<file path="config.mk">
export PLATFORM = sky130hd
export DESIGN_NAME = gpio_param_bank
export DESIGN_NICKNAME = d
export VERILOG_FILES = /design/src/rtl/gpio_param_pkg.sv /design/src/rtl/gpio_req_sync.sv /design/src/rtl/gpio_param_bank.sv
export SDC_FILE = /design/constraint.sdc
export NUM_CORES = 1
export LEC_CHECK = 0
export BUFFER_PORTS_ARGS = -buffer_cell sky130_fd_sc_hd__buf_2
export CAP_MARGIN = 40
export CORE_AREA = 3 3 428 430
export CTS_BUF_LIST = sky130_fd_sc_hd__clkbuf_8
export CTS_CLUSTER_DIAMETER = 150
export DETAILED_ROUTE_END_ITERATION = 10
export DIE_AREA = 0 0 431 433
export PLACE_DENSITY = 0.37
export RECOVER_POWER = 25
export SYNTH_ARGS = -nofsm -noshare
export SYNTH_HDL_FRONTEND = slang
export SYNTH_SLANG_ARGS = --single-unit
</file>
<file path="constraint.sdc">
create_clock -name CLK -period 4.8 [get_ports CLK]
set_clock_uncertainty 0.15 [all_clocks]
set_input_delay 0.48 -clock CLK [delete_from_list [all_inputs] [get_ports CLK]]
set_output_delay 0.48 -clock CLK [all_outputs]
set_load 0.02 [all_outputs]
</file>
<file path="src/rtl/gpio_param_pkg.sv">
// Shared definitions for the GPIO parameter bank: command-word field
// positions (as offsets from the MSB, so they work for any GPIO width),
// the controller state encoding and the timeout-timer width helper.
package gpio_param_pkg;

    // Field offsets counted down from the MSB of the command word
    localparam int REQ_OFS     = 1;
    localparam int WR_OFS      = 2;
    localparam int EN_OFS      = 3;
    localparam int SPACE_OFS   = 4;
    localparam int SET_MSB_OFS = 5;
    localparam int SET_W       = 4;
    localparam int IDX_W       = 4;

    typedef enum logic [1:0] {
        IDLE      = 2'd0,
        EXEC      = 2'd1,
        WAIT_DATA = 2'd2
    } state_t;

    // Bits needed to count 0 .. cycles-1
    function automatic int tmr_width(input int cycles);
        return (cycles <= 2) ? 1 : $clog2(cycles);
    endfunction

endpackage

</file>
<file path="src/rtl/gpio_req_sync.sv">
// Two-flop synchroniser for the PS GPIO word plus REQ toggle detection.
// o_req is high for one cycle whenever the synchronised REQ bit differs
// from the last level seen; the last-seen level follows unconditionally.
module gpio_req_sync #(
    parameter int GPIO_WIDTH = 32
) (
    input  logic                  i_clk,
    input  logic                  i_rst,
    input  logic [GPIO_WIDTH-1:0] i_gp,
    output logic [GPIO_WIDTH-1:0] o_word,
    output logic                  o_req
);

    logic [GPIO_WIDTH-1:0] r_s1;
    logic [GPIO_WIDTH-1:0] r_s2;
    logic                  r_last_req;

    // Synchronise the whole word and remember the last REQ level
    always_ff @(posedge i_clk) begin
        if (i_rst) begin
            r_s1       <= '0;
            r_s2       <= '0;
            r_last_req <= 1'b0;
        end else begin
            r_s1       <= i_gp;
            r_s2       <= r_s1;
            r_last_req <= r_s2[GPIO_WIDTH-1];
        end
    end

    assign o_word = r_s2;
    assign o_req  = r_s2[GPIO_WIDTH-1] ^ r_last_req;

endmodule

</file>
<file path="src/rtl/gpio_param_bank.sv">
// Registered GPIO parameter bank with toggle REQ/ACK handshake.
// Optional build macro: PARAM_SHADOW_EN -- config writes go to a shadow
// bank and a write to SPACE=1 commits the shadow to PARAMS_OUT atomically.
// Without it, writes update PARAMS_OUT directly and SPACE=1 writes error.
//
//  state     | meaning
//  IDLE      | waiting for a request addressed to this bank
//  EXEC      | one cycle: serve read / commit / error, or arm write
//  WAIT_DATA | waiting for the data-phase toggle, timer running
module gpio_param_bank
    import gpio_param_pkg::*;
#(
    parameter int GPIO_WIDTH     = 32,
    parameter int PARAM_COUNT    = 16,
    parameter int TIMEOUT_CYCLES = 1024,
    parameter logic [PARAM_COUNT*GPIO_WIDTH-1:0] RESET_VALUES = '0
) (
    input  logic                              CLK,
    input  logic                              RST,
    input  logic [GPIO_WIDTH-1:0]             GP_IN,
    input  logic [3:0]                        SET,
    input  logic [PARAM_COUNT*GPIO_WIDTH-1:0] PARAMS_DATA,
    output logic [GPIO_WIDTH-1:0]             GP_OUT,
    output logic                              GP_ACK,
    output logic                              CMD_ERR,
    output logic [PARAM_COUNT*GPIO_WIDTH-1:0] PARAMS_OUT,
    output logic                              PARAM_UPDATE
);

    localparam int P_WR     = GPIO_WIDTH - WR_OFS;
    localparam int P_EN     = GPIO_WIDTH - EN_OFS;
    localparam int P_SPACE  = GPIO_WIDTH - SPACE_OFS;
    localparam int P_SET_HI = GPIO_WIDTH - SET_MSB_OFS;
    localparam int TW       = tmr_width(TIMEOUT_CYCLES);
    localparam logic [TW-1:0] TMR_LAST = TW'(TIMEOUT_CYCLES - 1);
    localparam logic [IDX_W:0] P_CNT   = (IDX_W + 1)'(PARAM_COUNT);

    logic [GPIO_WIDTH-1:0] w_word;
    logic                  w_req;
    logic                  w_accept;
    logic                  w_idx_oor;
    logic [GPIO_WIDTH-1:0] w_rd_cfg;
    logic [GPIO_WIDTH-1:0] w_rd_stat;

    state_t                r_state;
    state_t                w_state_nxt;
    logic                  r_wr;
    logic                  r_space;
    logic [IDX_W-1:0]      r_idx;
    logic [TW-1:0]         r_tmr;
    logic [GPIO_WIDTH-1:0] r_gp_out;
    logic                  r_ack;
    logic                  r_err;
    logic                  r_upd;
    logic [GPIO_WIDTH-1:0] r_cfg [PARAM_COUNT];

    logic                  w_latch;
    logic                  w_ack_tgl;
    logic                  w_rd_load;
    logic [GPIO_WIDTH-1:0] w_rd_val;
    logic                  w_err_set;
    logic                  w_err_clr;
    logic                  w_cfg_wr;
    logic                  w_upd;
    logic                  w_tmr_clr;
`ifdef PARAM_SHADOW_EN
    logic                  w_commit;
    logic [GPIO_WIDTH-1:0] r_shadow [PARAM_COUNT];
`endif

    gpio_req_sync #(
        .GPIO_WIDTH (GPIO_WIDTH)
    ) u_sync (
        .i_clk  (CLK),
        .i_rst  (RST),
        .i_gp   (GP_IN),
        .o_word (w_word),
        .o_req  (w_req)
    );

    assign w_accept  = w_req && w_word[P_EN] && (w_word[P_SET_HI -: SET_W] == SET);
    assign w_idx_oor = ({1'b0, r_idx} >= P_CNT);

    // Read muxes: config (or shadow) space and external status space
    always_comb begin
        w_rd_cfg  = '0;
        w_rd_stat = '0;
        for (int i = 0; i < PARAM_COUNT; i++) begin
            if (r_idx == IDX_W'(i)) begin
`ifdef PARAM_SHADOW_EN
                w_rd_cfg  = r_shadow[i];
`else
                w_rd_cfg  = r_cfg[i];
`endif
                w_rd_stat = PARAMS_DATA[i*GPIO_WIDTH +: GPIO_WIDTH];
            end
        end
    end

    // Controller state register
    always_ff @(posedge CLK) begin
        if (RST) r_state <= IDLE;
        else     r_state <= w_state_nxt;
    end

    // Next state and datapath strobes
    always_comb begin
        w_state_nxt = r_state;
        w_latch     = 1'b0;
        w_ack_tgl   = 1'b0;
        w_rd_load   = 1'b0;
        w_rd_val    = '0;
        w_err_set   = 1'b0;
        w_err_clr   = 1'b0;
        w_cfg_wr    = 1'b0;
        w_upd       = 1'b0;
        w_tmr_clr   = 1'b0;
`ifdef PARAM_SHADOW_EN
        w_commit    = 1'b0;
`endif
        case (r_state)
            IDLE: begin
                if (w_accept) begin
                    w_latch     = 1'b1;
                    w_state_nxt = EXEC;
                end
            end
            EXEC: begin
                w_ack_tgl   = 1'b1;
                w_state_nxt = IDLE;
                if (r_wr && r_space) begin
`ifdef PARAM_SHADOW_EN
                    w_commit  = 1'b1;
                    w_upd     = 1'b1;
                    w_err_clr = 1'b1;
`else
                    w_err_set = 1'b1;
`endif
                end else if (w_idx_oor) begin
                    w_rd_load = 1'b1;
                    w_rd_val  = '0;
                    w_err_set = 1'b1;
                end else if (r_wr) begin
                    w_tmr_clr   = 1'b1;
                    w_state_nxt = WAIT_DATA;
                end else begin
                    w_rd_load = 1'b1;
                    w_rd_val  = r_space ? w_rd_stat : w_rd_cfg;
                    w_err_clr = 1'b1;
                end
            end
            WAIT_DATA: begin
                // Data toggle wins over a coincident timeout
                if (w_req) begin
                    w_cfg_wr    = 1'b1;
`ifndef PARAM_SHADOW_EN
                    w_upd       = 1'b1;
`endif
                    w_err_clr   = 1'b1;
                    w_ack_tgl   = 1'b1;
                    w_state_nxt = IDLE;
                end else if (r_tmr == TMR_LAST) begin
                    w_err_set   = 1'b1;
                    w_state_nxt = IDLE;
                end
            end
            default: w_state_nxt = IDLE;
        endcase
    end

    // Command latch, handshake and status outputs
    always_ff @(posedge CLK) begin
        if (RST) begin
            r_wr     <= 1'b0;
            r_space  <= 1'b0;
            r_idx    <= '0;
            r_gp_out <= '0;
            r_ack    <= 1'b0;
            r_err    <= 1'b0;
            r_upd    <= 1'b0;
        end else begin
            r_upd <= w_upd;
            if (w_latch) begin
                r_wr    <= w_word[P_WR];
                r_space <= w_word[P_SPACE];
                r_idx   <= w_word[IDX_W-1:0];
            end
            if (w_ack_tgl) r_ack <= ~r_ack;
            if (w_rd_load) r_gp_out <= w_rd_val;
            if (w_err_set)      r_err <= 1'b1;
            else if (w_err_clr) r_err <= 1'b0;
        end
    end

    // Data-phase timeout timer, counts only while waiting for data
    always_ff @(posedge CLK) begin
        if (RST || w_tmr_clr)         r_tmr <= '0;
        else if (r_state == WAIT_DATA) r_tmr <= r_tmr + 1'b1;
    end

    // Live configuration bank driving PARAMS_OUT
    always_ff @(posedge CLK) begin
        if (RST) begin
            for (int i = 0; i < PARAM_COUNT; i++)
                r_cfg[i] <= RESET_VALUES[i*GPIO_WIDTH +: GPIO_WIDTH];
        end else begin
`ifdef PARAM_SHADOW_EN
            if (w_commit)
                for (int i = 0; i < PARAM_COUNT; i++)
                    r_cfg[i] <= r_shadow[i];
`else
            if (w_cfg_wr)
                for (int i = 0; i < PARAM_COUNT; i++)
                    if (r_idx == IDX_W'(i)) r_cfg[i] <= w_word;
`endif
        end
    end

`ifdef PARAM_SHADOW_EN
    // Shadow bank collects writes until the next commit
    always_ff @(posedge CLK) begin
        if (RST) begin
            for (int i = 0; i < PARAM_COUNT; i++)
                r_shadow[i] <= RESET_VALUES[i*GPIO_WIDTH +: GPIO_WIDTH];
        end else if (w_cfg_wr) begin
            for (int i = 0; i < PARAM_COUNT; i++)
                if (r_idx == IDX_W'(i)) r_shadow[i] <= w_word;
        end
    end
`endif

    for (genvar g = 0; g < PARAM_COUNT; g++) begin : g_out
        assign PARAMS_OUT[g*GPIO_WIDTH +: GPIO_WIDTH] = r_cfg[g];
    end

    assign GP_OUT       = r_gp_out;
    assign GP_ACK       = r_ack;
    assign CMD_ERR      = r_err;
    assign PARAM_UPDATE = r_upd;

endmodule

</file>
==> flow_summary.ini <==
[cells_and_area]
multi_input_area_sq_um = 12800
final_area_sq_um = 43800
fillers = 19714
final_nets = 4691
utilization_pct = 24.3
synthToLayoutAreaGrowth_pct = 37.6
drive_gt1_share_pct = 30.2
seq_area_sq_um = 17800

[outcome]
violations = max-capacitance violations, max-slew violations
status = complete, but fails checks

[power]
power_density_nw_per_um2 = 298
vdd_ir_drop_max_v = 0.000195
p_leak_nw = 16.5

[die]
die-area_sq_um = 187000
ios = 1097
die_height_microns = 433
start_util_pct = 17.7
core-area_sq_um = 180000
num_rows = 156
die_x_microns = 431

[cts]
cts.sinks = 630
cts_max_level = 3
clkSlewWorstSetupHoldPaths_ns = 0.06
cts_tree = built
insertion_delay_ns = 0.90
post_cts_buffers = 0
cts_buffers = 120
cts_root_buf = clkbuf_8
clock_path_buffers = 3

[logic_synthesis]
synth-seq-cells = 630
synth_area_sq_um = 31800
ys_types = 86
async_flop_share_pct = 0
synth_ff_type = edfxtp_1
ys_seq_area_share_pct = 55.7
syn_area_per_cell_sq_um = 10.8
yosys_warnings = 0
syn_inst = 2962
syn_nets = 3516
synth-edff-count = 512

[worst_setup_path]
critPathMaxStageDelay_ns = 0.89
endpoint = GP_OUT[15]
worstSetupStartpointType = flop
regToRegSetupSlack_ns = 0.14
path_cells = and3b_4, buf_4, a21oi_1, a31oi_1, dlygate4sd3_1, a21oi_1, dlygate4sd3_1, a211oi_1, dlygate4sd3_1
cp-end-kind = flop
required_ns = 5.46
critPathArrivalTime_ns = 5.32
worst-path-max-fanout = 35
r2r_end = GP_OUT[15]
cp-startpoint = r_idx[0]
r2r-start = r_idx[0]
critical_path_class = reg -> reg
crit_top_cell = dlygate4sd3_1
ff2ff_path_depth = 9
cpMaxStageDelayCell = and3b_4

[placed_design]
placed_area_sq_um = 41000
port-buffer-count = 1096
dp_hpwl_microns = 218000
place_congestion = 0.920
dp_slack_ns = 0.988

[route]
routedWlPerCell_microns = 43.0
dr_total_vias = 33875
drt_pass1_iterations = 7
vias_per_cell = 5.10
drcViolationCount = 0
drt-total-wl_microns = 285000
drt-initial-drc-count = 4520
postRouteAntennaNets = 0

[grt]
grt_antenna_before_repair = 43
track_usage_pct = 29.2
grt-ovfl-total = 0
grt_max_degree = 73
grt_pass1_vias = 32170
grt_pass1_wl_microns = 356000

[sta]
fin_setup_tns_ns = 0
hold_viol = 0
max_freq_mhz = 215
timing.slew.headroom_pct = -95.2
worst_pin_slew_ns = 2.93
fin_ws_ns = 0.140
finalSetupViolCount = 0
period_minus_slack_ns = 4.66
rsz0062_at_grt = false
slew_viol_final = 37
fin_crit_sh_pct = 97.1

[worst_hold_path]
hold_depth = 4
min_path_type = in -> reg

[job]
drv_cap = 1
## routing by layer
metal	up-vias	track usage (%)	share of wire (%)
li1	13561	-	-
met1	17595	38.0	41
met2	2275	46.0	45
met3	442	7.96	9.1
met4	2	11.2	4.4
met5	-	0	0.0046
## metrics by stage
step	power [mW]	cells	hold slack [ns]
2_1_floorplan	6.77	2962	0.264
3_3_place_gp	7.76	6261	0.274
3_5_place_dp	7.78	6300	0.272
4_1_cts	13.2	6612	0.00400
5_1_grt	13.4	6630	0.0678
6_report	13.1	6639	0.0921
## area by class of cell
cell class,instances,area share [%]
clock inverter,92,1.07
timing repair buffer,1345,17.6
antenna,27,0.154
clock buffer,135,4.24
sequential,630,40.5
inverter,45,0.408
multi-input combinational,1995,29.3
tap,2370,6.76
## cell usage after synthesis (43+ instances only)
library cell  number  share of area (%)
edfxtp_1         512                 48
mux2_2            43                1.5
clkbuf_1         139                1.6
buf_2             94                1.5
a221oi_1          55                1.5
nor2_1           442                5.2
nand2_1          173                2.0
mux2i_1          109                3.4
inv_1             43               0.51
a22oi_1           61                1.4
o22ai_1           59                1.2
a21oi_1          217                3.4
nor2b_1           88                1.7
dfxtp_1          118                7.4
nand2b_1          60                1.2
o21ai_0          171                2.7
## cells by family (layout without fill, tap and decap cells)
| family | Yosys count | after routing | synth area share, % |
|---|---|---|---|
| flip-flops | 630 | 630 | 55.7 |
| adder cells (fa/ha/maj) | 4 | 4 | 0.157 |
| buffers and inverters | 337 | 1617 | 5.13 |
| XOR/XNOR | 13 | 13 | 0.357 |
| AO/OA/AOI/OAI | 908 | 908 | 19.4 |
| AND/OR/NAND/NOR | 897 | 897 | 12.8 |
| multiplexers | 173 | 173 | 6.43 |
| other | 0 | 27 | 0 |
## sequential cells by signal (all words and copies together) (netlist names)
register,cells
r_tmr,10
PARAM_UPDATE,1
u_sync.r_last_req,1
u_sync.o_word,32
r_idx,4
r_state,2
u_sync.r_s1,32
GP_OUT,32
CMD_ERR,1
GP_ACK,1
r_wr,1
r_space,1
r_cfg,512
## critical path, delay by kind of cell, from the launching register on
kind,cells,cell delay [ns]
flops,1,0.78
buf+inv,4,2.09
simple gates,1,0.89
compound gates,4,0.57
## worst min-delay path by stage
stage,from,end
2_1_floorplan,u_sync.r_s1[0],u_sync.o_word[0]
3_3_place_gp,u_sync.r_s1[5],u_sync.o_word[5]
3_5_place_dp,u_sync.r_s1[29],u_sync.o_word[29]
4_1_cts,PARAMS_DATA[445],GP_OUT[29]
5_1_grt,PARAMS_DATA[506],GP_OUT[26]
6_report,PARAMS_DATA[460],GP_OUT[12]
## where the power goes
group / switching [mW] / leakage, nW / internal (mW)
Sequential: 0.208 / 6.26 / 6.10
Clock: 2.68 / 1.37 / 2.68
Combinational: 0.962 / 8.82 / 0.433
Total: 3.85 / 16.5 / 9.21
## placed cells by master (no fill, tap or decap), types with 44 or more instances in the layout
cell type	netlist	layout
o21ai_0	171	171
nor2_1	442	435
buf_2	94	806
nor2b_1	88	78
nand2b_1	60	44
clkbuf_8	0	136
mux2i_1	109	109
dfxtp_1	118	113
a22oi_1	61	61
o22ai_1	59	59
inv_1	43	89
edfxtp_1	512	512
dlygate4sd3_1	0	85
a21oi_1	217	217
nand2_1	173	163
clkbuf_1	139	299
a221oi_1	55	55
buf_4	32	117
## repair_timing
item,CTS,global route
hold endpoints to repair,60,0
hold buffers,85,0
resized for setup,0,0
Power figures use the tool's default switching activity.
